===== config.mk =====
export PLATFORM = sky130hd
export DESIGN_NAME = load_store_unit
export DESIGN_NICKNAME = d
export VERILOG_FILES = /design/src/rtl/load_store_unit.sv
export SDC_FILE = /design/constraint.sdc
export NUM_CORES = 1
export LEC_CHECK = 0
export BUFFER_PORTS_ARGS = -buffer_cell sky130_fd_sc_hd__clkbuf_2
export CAP_MARGIN = 30
export CORE_ASPECT_RATIO = 0.5
export CORE_MARGIN = 2
export CORE_UTILIZATION = 40
export CTS_CLUSTER_SIZE = 16
export DETAILED_ROUTE_END_ITERATION = 8
export PLACE_DENSITY = 0.68
export SLEW_MARGIN = 20
export SYNTH_ARGS = -nofsm -noshare
export SYNTH_HDL_FRONTEND = slang
export SYNTH_SLANG_ARGS = --single-unit

===== constraint.sdc =====
create_clock -name clk -period 4.1 [get_ports clk]
set_input_delay 0.41 -clock clk [delete_from_list [all_inputs] [get_ports clk]]
set_output_delay 0.41 -clock clk [all_outputs]
set_load 0.01 [all_outputs]

===== src/rtl/load_store_unit.sv =====
// Multi-cycle load/store stage bridging the core datapath to a valid/ready data bus.
// Optional misalignment trap enabled by defining LSU_MISALIGN_TRAP_EN.
module load_store_unit #(
    parameter int TIMEOUT_CYCLES = 16,
    parameter int ADDR_WIDTH     = 32
) (
    input  logic                  clk,
    input  logic                  reset,
    input  logic                  readMemory,
    input  logic                  writeMemory,
    input  logic [2:0]            funct3,
    input  logic [ADDR_WIDTH-1:0] address,
    input  logic [31:0]           writeData,
    output logic [31:0]           readData,
    output logic                  stall,
    output logic                  busRequest,
    output logic                  busWrite,
    output logic [ADDR_WIDTH-1:0] busAddress,
    output logic [3:0]            busByteEnable,
    output logic [31:0]           busWriteData,
    input  logic                  busReady,
    input  logic [31:0]           busReadData,
    output logic                  busError,
    output logic                  misaligned
);

    typedef enum logic [1:0] {
        IDLE,
        REQUEST,
        DONE
    } state_t;

    localparam logic [7:0] TIMEOUT_LAST = 8'(TIMEOUT_CYCLES - 1);

    state_t                  state_q;
    logic [7:0]              counter_q;
    logic [2:0]              funct3_q;
    logic [1:0]              offset_q;
    logic [ADDR_WIDTH-1:0]   busAddress_q;
    logic                    busWrite_q;
    logic [3:0]              busByteEnable_q;
    logic [31:0]             busWriteData_q;
    logic [31:0]             readData_q;
    logic                    busError_q;
    logic                    misaligned_q;

    logic                    accessRequested;
    logic                    isByte;
    logic                    isHalf;
    logic [3:0]              byteEnable_d;
    logic [31:0]             writeData_d;
    logic                    misalign_d;
    logic [7:0]              loadByte;
    logic [15:0]             loadHalf;
    logic [31:0]             loadValue_d;

    assign accessRequested = readMemory | writeMemory;

    // funct3[1:0] alone decides size: 0/4 are bytes, 1/5 halves, everything else a word.
    always_comb begin
        isByte       = (funct3[1:0] == 2'b00);
        isHalf       = (funct3[1:0] == 2'b01);
        byteEnable_d = 4'b1111;
        writeData_d  = writeData;
        misalign_d   = 1'b0;
        if (isByte) begin
            byteEnable_d = 4'b0001 << address[1:0];
            writeData_d  = {4{writeData[7:0]}};
        end else if (isHalf) begin
            byteEnable_d = address[1] ? 4'b1100 : 4'b0011;
            writeData_d  = {2{writeData[15:0]}};
        end
`ifdef LSU_MISALIGN_TRAP_EN
        if (isHalf) begin
            misalign_d = address[0];
        end else if (!isByte) begin
            misalign_d = (address[1:0] != 2'b00);
        end
`endif
    end

    always_comb begin
        loadByte    = busReadData[{offset_q, 3'b000} +: 8];
        loadHalf    = offset_q[1] ? busReadData[31:16] : busReadData[15:0];
        loadValue_d = busReadData;
        case (funct3_q)
            3'd0:    loadValue_d = {{24{loadByte[7]}}, loadByte};
            3'd4:    loadValue_d = {24'd0, loadByte};
            3'd1:    loadValue_d = {{16{loadHalf[15]}}, loadHalf};
            3'd5:    loadValue_d = {16'd0, loadHalf};
            default: loadValue_d = busReadData;
        endcase
    end

    always_ff @(posedge clk or posedge reset) begin
        if (reset) begin
            state_q         <= IDLE;
            counter_q       <= 8'd0;
            funct3_q        <= 3'd0;
            offset_q        <= 2'd0;
            busAddress_q    <= '0;
            busWrite_q      <= 1'b0;
            busByteEnable_q <= 4'd0;
            busWriteData_q  <= 32'd0;
            readData_q      <= 32'd0;
            busError_q      <= 1'b0;
            misaligned_q    <= 1'b0;
        end else begin
            case (state_q)
                IDLE: begin
                    if (accessRequested) begin
                        funct3_q  <= funct3;
                        offset_q  <= address[1:0];
                        counter_q <= 8'd0;
                        if (misalign_d) begin
                            misaligned_q <= 1'b1;
                            readData_q   <= 32'd0;
                            state_q      <= DONE;
                        end else begin
                            busAddress_q    <= {address[ADDR_WIDTH-1:2], 2'b00};
                            busWrite_q      <= writeMemory;
                            busByteEnable_q <= byteEnable_d;
                            busWriteData_q  <= writeData_d;
                            state_q         <= REQUEST;
                        end
                    end
                end
                REQUEST: begin
                    if (busReady) begin
                        if (!busWrite_q) begin
                            readData_q <= loadValue_d;
                        end
                        state_q <= DONE;
                    end else if (counter_q == TIMEOUT_LAST) begin
                        readData_q <= 32'd0;
                        busError_q <= 1'b1;
                        state_q    <= DONE;
                    end else begin
                        counter_q <= counter_q + 8'd1;
                    end
                end
                DONE: begin
                    // Enables still show the same instruction here, so they are ignored.
                    busError_q   <= 1'b0;
                    misaligned_q <= 1'b0;
                    state_q      <= IDLE;
                end
                default: state_q <= IDLE;
            endcase
        end
    end

    assign stall         = !reset && ((state_q == IDLE && accessRequested) || state_q == REQUEST);
    assign busRequest    = (state_q == REQUEST);
    assign busWrite      = busWrite_q;
    assign busAddress    = busAddress_q;
    assign busByteEnable = busByteEnable_q;
    assign busWriteData  = busWriteData_q;
    assign readData      = readData_q;
    assign busError      = busError_q;
    assign misaligned    = misaligned_q;

endmodule


==> impl_results.md, run 1 <==
- Most frequent cell after synthesis: nand2_1
- Unique cell type count in the Yosys netlist: 43
- # placed instances: 881
- Fillers: 1139
- Layout cells sized above 1: 0.3400
- Post_cts resized: 0
- Cell area after placement: 6390 um2
- Die area: 14140 um2
- Setup crit end kind: flip-flop
- Status: completed
- Core Rows: 29
- Grt total ovfl: 0
- Vias in the first global route: 4513
- LEAKAGE: 3.707 nW
- Max Cap Viol: 0
- Final worst-path cycle share: 0.5710
- Hold path depth: 3
- Setup crit start kind: flip-flop
- Mapped Cells: 539
- Post-synthesis async set-or-reset flop share: 1.000
- Average size of a mapped cell: 9.761 um2
- Total negative slack: 0 ps
- Sequential area share after synthesis: 0.5470
- Setup CP Type: reg2reg
- Final Hold Viols: 0
- RSZ-0062 raised after global routing: false
- DP Worst Slack: 1753 ps
- Depth of the worst register-to-register path: 4
- Iter 0 DRT Violations: 363
- HPWL after DPL: 9.956 mm
- Initial Utilization: 0.4131
- Layout Cell Area excl Fill: 7123 um2
- Area Overhead vs Synth: 35.39%
- Crit path DAT: 2680 ps
- Nets@finish: 839
- Period minus WS final: 2341 ps
- GR Util All Layers: 0.2030
- Setup Buffers After CTS: 0
- Hold Slack: 195.6 ps
- Crit path max fanout: 19
- FF+latch count, synth: 115
- Pwr dens: 799.3 nW/um2
- Ports: 209
- Hold WC Path Type: in2reg
- Max-slew violations: 0
- First-pass GRT wire length: 23.05 mm
- I/O Buffers: 205
- Drt wl/cell: 15.39 um
- # setup viols final: 0
- EDFF count, synth: 0
- Reg2Reg Setup Slack: 1760 ps
- Final core occ: 0.5593
- Core box area: 12740 um2
- Inserted Clock Buffers: 17
- Clock Skew: 11.12 ps
- Largest net degree at the start of global routing: 76
- Tot Pwr: 5.693 mW
- Clock Latency Late Sink: 400 ps
- GPL Wtd Cong: 0.8386
- H-Tree Depth: 4
- Top cells by area, synth: dfrtp_1 55%, nand2_1 12%, mux2i_1 6.1%
- Via Count: 4635
- Initial antenna violation count: 0
- Fmax: 0.4271 GHz
- Commonest cells post-synth: 165 x nand2_1, 115 x dfrtp_1, 50 x o21ai_1
- Final cell count without fillers: 917
- CTS root buffer: clkbuf_16
- VDD IR max: 0.0003290 V
- Clock Path Buffers: 2
- # diodes: 0
- Main synth FF type: dfrtp_1
- Post-synth design cell area: 5261 um2
- CTS tree: built
- Synth top area share: 0.5470
- Die extent in x: 166.2 um
- Data required time of the worst path: 4430 ps
- Drt first pass iters: 5
- Cts hold-fix bufs: 0
- CTS Sinks: 115
- Yosys warnings: 0
- Yosys top cell by area: dfrtp_1
- Detailed-route vias per instance: 5.055
- Post-route DRC: 0
- Setup WS post-layout: 1759 ps
- WL final: 14.11 mm
- Slew margin rel.: 0.3930
- Actual slew at the worst max-slew pin: 906.6 ps
- Antenna-violating nets left: 0
- Die Y: 85.10 um
- Clock slew at the register clock pins of the worst setup and hold paths: 60 ps
[cell families (layout without fill, tap and decap cells)]
family	count (synthesis)	after routing	share of synthesized area
AO/OA/AOI/OAI	125	125	0.1605
buffers and inverters	48	254	0.04376
AND/OR/NAND/NOR	211	211	0.1688
flip-flops	115	115	0.5470
XOR/XNOR	2	2	0.003330
multiplexers	36	36	0.07348
other	1	3	0.0007128
adder cells (fa/ha/maj)	1	1	0.002378
[power breakdown]
part | internal, mW | leakage, nW | switching [mW] | total, mW
clock network | 1.11 | 0.312 | 0.536 | 1.65
logic | 0.872 | 1.96 | 1.18 | 2.05
registers | 1.64 | 1.44 | 0.355 | 1.99
[worst paths after layout]
path | startpoint | endpoint
worst max-delay path | offset_q[1] | readData[19]
worst min-delay path | address[20] | busAddress[20]
worst max register to register | offset_q[1] | readData[19]
worst min register to register | busAddress[18] | busAddress[18]
max in group asynchronous | reset | busWriteData[7]
min in group asynchronous | reset | busAddress[6]
[layout make-up]
type	instances	area, um2	area share
sequential	115	2878	0.4040
inverter	9	36.28	0.005094
multi-input combinational	378	2182	0.3063
clock buffer	20	456.7	0.06411
clock inverter	12	203.9	0.02863
timing repair buffer	213	1154	0.1620
tap	170	212.7	0.02986
[state kept, by name (all words and copies together) (netlist names), 2 cells and up]
signal,flops
busAddress,30
busByteEnable,4
busWriteData,32
counter_q,8
funct3_q,3
offset_q,2
readData,32
state_q,2
[per-layer routing]
layer  track usage  part of all wire  wire length [um]
met1        0.2823              0.47              6600
met2        0.3127              0.46              6482
met3       0.05550             0.062               879
met4       0.06245             0.010               148
met5             0                 0                 0
[placed cells by master (no fill, tap or decap), drive strengths merged, types with 2 or more instances in the layout]
master / netlist / routed
inv: 9 / 9
a221o: 23 / 23
clkinvlp: 0 / 3
nor4: 2 / 2
dfrtp: 115 / 115
a21oi: 12 / 12
xor2: 2 / 2
a32o: 7 / 7
nand2b: 10 / 10
mux2: 2 / 2
clkbuf: 18 / 225
o22ai: 8 / 8
bufinv: 0 / 5
clkinv: 0 / 4
or4: 2 / 2
conb: 1 / 3
a22o: 2 / 2
nor2: 19 / 19
buf: 21 / 7
o21a: 2 / 2
o21ai: 60 / 60
nand3: 5 / 5
mux2i: 33 / 33
o211ai: 3 / 3
o22a: 2 / 2
nand2: 165 / 165
o31ai: 4 / 4
[worst max-delay path: stages, from the launching register on]
cell     delay (ps)
dfrtp_1         890
mux2_4          320
mux2i_2          90
nor4b_4         770
a221o_1         210
(Power assumes the default switching activity.)
==> run 2, diff against run 1 <==
Clock period 4.1 ns to 2.29 ns, I/O delays scaled along.
==> run 2 against run 1 <==
Against the previous run:
- routed wire length shrank 1.3%
- largest cell class unchanged
- largest power group unchanged
- global-route usage is 0.13 points lower
- cell count grew 1.1%
- first-iteration DRC count fell by 9.9%
- clock skew down 0.65 ps
==> impl_results.md, run 2 (synthesis gave the netlist of run 1 again) <==
- Status: completed
- H-Tree Depth: 4
- Drt wl/cell: 15.02 um
- Depth of the worst register-to-register path: 6
- GRT Max-Usage Layer: met2
- # setup viols final: 0
- I/O Buffers: 205
- Die area: 14140 um2
- Drt first pass iters: 4
- RSZ-0062 raised after global routing: false
- Hold path depth: 3
- Antenna-violating nets left: 0
- VDD IR max: 0.0005623 V
- Die Y: 85.10 um
- Setup crit end kind: flip-flop
- CTS tree: built
- Hold Slack: 13.63 ps
- GPL Wtd Cong: 0.8191
- CTS Sinks: 115
- Core Rows: 29
- Inserted Clock Buffers: 17
- Crit Reg-Reg Endpoint: readData[5]
- Hold Path Sink: busAddress[20]
- Pwr dens: 1386 nW/um2
- Largest net degree at the start of global routing: 116
- Total negative slack: 0 ps
- Most frequent cells in the layout: 205 x clkbuf_2, 165 x nand2_1, 115 x dfrtp_1, 49 x o21ai_1, 32 x mux2i_1
- Actual slew at the worst max-slew pin: 871.9 ps
- Data required time of the worst path: 2610 ps
- CTS root buffer: clkbuf_16
- Hold WC Path Type: in2reg
- # diodes: 0
- Crit Reg-Reg Startpoint: counter_q[0]
- Crit path max fanout: 31
- Area Overhead vs Synth: 34.20%
- Vias in the first global route: 4469
- Setup crit start kind: flip-flop
- Post-route DRC: 0
- Met3 GRT Util: 0.04571
- Reg2Reg Setup Slack: 190 ps
- Clock Latency Late Sink: 400 ps
- Hold wc startpoint: address[20]
- Clock slew at the register clock pins of the worst setup and hold paths: 60 ps
- Nets@finish: 849
- Met2 usage: 0.3237
- Crit path DAT: 2410 ps
- Period minus WS final: 2098 ps
- Die extent in x: 166.2 um
- Setup CP Type: reg2reg
- Final Hold Viols: 0
- First-pass GRT wire length: 22.74 mm
- Cts hold-fix bufs: 0
- Met1 usage: 0.2736
- Grt total ovfl: 0
- Via Count: 4637
- Max Cap Viol: 0
- Core box area: 12740 um2
- GR Util All Layers: 0.2017
- Setup Buffers After CTS: 0
- WL final: 13.93 mm
- Clock Skew: 10.47 ps
- Slew margin rel.: 0.4187
- Iter 0 DRT Violations: 327
- Initial Utilization: 0.4131
- Final worst-path cycle share: 0.9160
- Initial antenna violation count: 0
- Layout cells sized above 1: 0.3487
- Ports: 209
- HPWL after DPL: 9.991 mm
- Detailed-route vias per instance: 5.002
- Max-slew violations: 0
- Fmax: 0.4767 GHz
- Post_cts resized: 0
- LEAKAGE: 3.686 nW
- Commonest non-fill, non-tap cell in the layout: clkbuf_2
- Clock Path Buffers: 2
==> run 2: metrics by stage <==
| step | cells | utilization | instance area, um2 | setup slack [ps] | power [mW] |
|---|---|---|---|---|---|
| after floorplan | 541 | - | 5273 | 658.3 | 5.818 |
| after global placement | 895 | 0.5101 | 6496 | 253.1 | 7.235 |
| after detailed placement | 895 | 0.5101 | 6496 | 193.8 | 7.356 |
| after CTS | 927 | 0.5544 | 7061 | 187.5 | 9.898 |
| after global routing | 927 | 0.5544 | 7061 | 35.08 | 10.48 |
| final | 927 | 0.5544 | 7061 | 192.4 | 9.786 |
==> run 2: cell type report <==
cell class | count | area (um2)
repair buffers | 223 | 1186
well taps | 170 | 212.7
clock inverters | 11 | 103.9
fillers | 1155 | 5675
clock buffers | 21 | 460.4
multi-input cells | 378 | 2182
flip-flops and latches | 115 | 2878
inverters | 9 | 37.54
==> run 2: worst max-delay path by stage <==
| stage | startpoint | end | slack (ps) | cells after the start |
|---|---|---|---|---|
| after CTS | counter_q[0] | readData[2] | 190 | 6 |
| after floorplan | reset | busAddress[10] | 660 | 1 |
| after global routing | counter_q[0] | readData[0] | 40 | 6 |
| after global placement | counter_q[0] | readData[0] | 250 | 6 |
| final | counter_q[0] | readData[5] | 190 | 6 |
| after detailed placement | counter_q[0] | readData[2] | 190 | 6 |
==> run 2: where the power goes <==
part,leakage (nW),switching (mW),total [mW],internal (mW)
combinational,1.99,2.22,3.80,1.58
sequential,1.44,0.541,3.48,2.94
clock,0.262,0.956,2.51,1.55
total,3.69,3.71,9.79,6.07
==> run 2: metal layers <==
layer	vias up	part of all wire
li1	2278	-
met1	2198	0.47
met2	145	0.46
met3	16	0.060
met4	0	0.013
met5	-	0
==> run 2: worst max-delay path, stage by stage (launching register included) <==
cell	delay [ps]
dfrtp_1	410
ha_1	230
and3_1	240
a31oi_4	720
buf_4	260
nand2_1	60
o21ai_1	80
==> run 3, diff against run 2 <==
Settings changed: BUFFER_PORTS_ARGS -buffer_cell sky130_fd_sc_hd__clkbuf_2 to -buffer_cell sky130_fd_sc_hd__buf_2.
==> run 3 against run 2 <==
Against the previous run:
- critical path depth unchanged
- setup slack got worse by 25 ps
- first-iteration DRC count increased by 8.0%
- design area increased by 2.0%
==> impl_results.md, run 3 (synthesis gave the netlist of run 1 again) <==
- CTS root buffer: clkbuf_16
- Die extent in x: 166.2 um
- Core Rows: 29
- Crit Reg-Reg Endpoint: readData[0]
- Core box area: 12740 um2
- Switching share of power: 0.3654
- Die Y: 85.10 um
- Die area: 14140 um2
- Max Cap Viol: 0
- Pint: 6.393 mW
- Pwr dens: 1399 nW/um2
- Clock Path Buffers: 2
- Slew margin rel.: 0.4102
- Clock Skew: 10.92 ps
- Fmax: 0.4710 GHz
- WL final: 14.57 mm
- Setup crit start kind: flip-flop
- Most frequent cells in the layout: 205 x buf_2, 165 x nand2_1, 115 x dfrtp_1, 49 x o21ai_1, 32 x mux2i_1
- Seq. cell area: 2878 um2
- Clock Latency Late Sink: 410 ps
- Wl on met1: 6.640 mm
- Setup CP Type: reg2reg
- DR WL met2: 6.683 mm
- Iter 0 DRT Violations: 353
- Detailed-route vias per instance: 5.025
- Crit Reg-Reg Startpoint: counter_q[0]
- DR top layer: met4
- Final cell count without fillers: 934
- Multi-input logic area: 2182 um2
- Reg2Reg Setup Slack: 170 ps
- Crit path max fanout: 32
- CTS Sinks: 115
- Hold WC Path Type: in2reg
- Inserted Clock Buffers: 17
- Final Hold Viols: 0
- Area Overhead vs Synth: 36.88%
- Vias in the first global route: 4599
- Clock group share of total power: 0.276
- Clock slew at the register clock pins of the worst setup and hold paths: 50 ps
- Drt wl/cell: 15.60 um
- VDD IR max: 0.0005421 V
- # diodes: 0
- Status: completed
- Data required time of the worst path: 2600 ps
- Fillers: 1176
- Crit path DAT: 2430 ps
- Hold wc startpoint: address[20]
- LEAKAGE: 3.753 nW
- Depth of the worst register-to-register path: 6
- Initial Utilization: 0.4131
- Antenna-violating nets left: 0
- Max-slew violations: 0
- Drt first pass iters: 4
- Hold Path Sink: busAddress[20]
- CTS tree: built
- Via Count: 4693
- Net Sw Power: 3.681 mW
- I/O Buffers: 205
- RSZ-0062 raised after global routing: false
- Layout cells sized above 1: 0.3469
- Largest net degree at the start of global routing: 72
- Flop pwr share: 0.346
- Hold path depth: 3
- Period minus WS final: 2123 ps
- Setup crit end kind: flip-flop
- Gate power share: 0.378
- Grt total ovfl: 0
- GR Util All Layers: 0.2112
- Nets@finish: 856
- First-pass GRT wire length: 23.60 mm
- # placed instances: 895
- Setup Buffers After CTS: 0
- DR WL met3: 905 um
- GPL Wtd Cong: 0.8295
- Actual slew at the worst max-slew pin: 884.7 ps
- # setup viols final: 0
- HPWL after DPL: 10.28 mm
- H-Tree Depth: 4
- Total negative slack: 0 ps
- Final worst-path cycle share: 0.9271
- Ports: 209
- Initial antenna violation count: 0
- Post-route DRC: 0
- Commonest non-fill, non-tap cell in the layout: buf_2
==> run 3: changes by cell type in the layout (fill, tap and decap cells not counted) <==
| cell | change |
|---|---|
| clkbuf_8 | +3 |
| clkbuf_1 | -1 |
| buf_2 | +205 |
| clkinv_4 | -1 |
| inv_6 | -2 |
| dlygate4sd3_1 | +7 |
| clkinvlp_4 | -3 |
| buf_12 | +1 |
| clkbuf_2 | -205 |
| bufinv_16 | +2 |
| buf_4 | -1 |
| clkinv_2 | +2 |
==> run 3: power groups by stage <==
stage	registers (mW)	logic (mW)	clock network [mW]
finish	3.49	3.81	2.78
global route	3.61	4.23	2.92
floorplan	3.84	1.98	0
global placement	3.48	3.75	0
CTS	3.49	3.86	2.83
detailed placement	3.49	3.86	0
==> run 3: metal layers <==
metal  GRT usage  vias to the layer above
met5           0                        -
met4     0.09802                        0
li1            -                     2290
met2      0.3376                      170
met1      0.2733                     2205
met3     0.05504                       28
==> run 3: timing repair <==
item / 4_1_cts / 5_1_grt
gates resized for setup: 0 / 0
hold buffers: 7 / 0
endpoints found under the hold margin: 28 / 0
==> run 3: area by class of cell <==
type                    count  share of cell area
flip-flops and latches    115              0.3996
well taps                 170             0.02953
clock buffers              23             0.06915
multi-input cells         378              0.3030
clock inverters             9             0.01737
repair buffers            230              0.1762
inverters                   9            0.005212
==> run 3: critical path, stage by stage (launching register included) <==
cell and delay (ps):
dfrtp_1 410, ha_1 230, and3_1 240, a31oi_4 730
buf_4 280, nand2_1 70, o31ai_1 60
==> run 3: worst max path at each step <==
stage / start / end / slack [ps] / cells past startpoint
floorplan: reset / busAddress[10] / 660 / 1
global placement: counter_q[0] / readData[0] / 220 / 6
detailed placement: counter_q[0] / readData[0] / 160 / 6
CTS: counter_q[0] / readData[0] / 160 / 6
global route: counter_q[0] / readData[0] / 50 / 6
finish: counter_q[0] / readData[0] / 170 / 6
==> run 3: per-stage QoR <==
stage / hold slack [ps] / power (mW) / util / instance area (um2) / setup WS (ps)
after CTS: 0.1502 / 10.17 / 0.5655 / 7202 / 157.1
after global routing: 15.39 / 10.76 / 0.5655 / 7202 / 45.03
after global placement: 323.4 / 7.224 / 0.5111 / 6509 / 217.1
after detailed placement: 328.2 / 7.353 / 0.5111 / 6509 / 161.8
final: 13.37 / 10.07 / 0.5655 / 7202 / 167.0
after floorplan: 334.4 / 5.818 / - / 5273 / 658.3
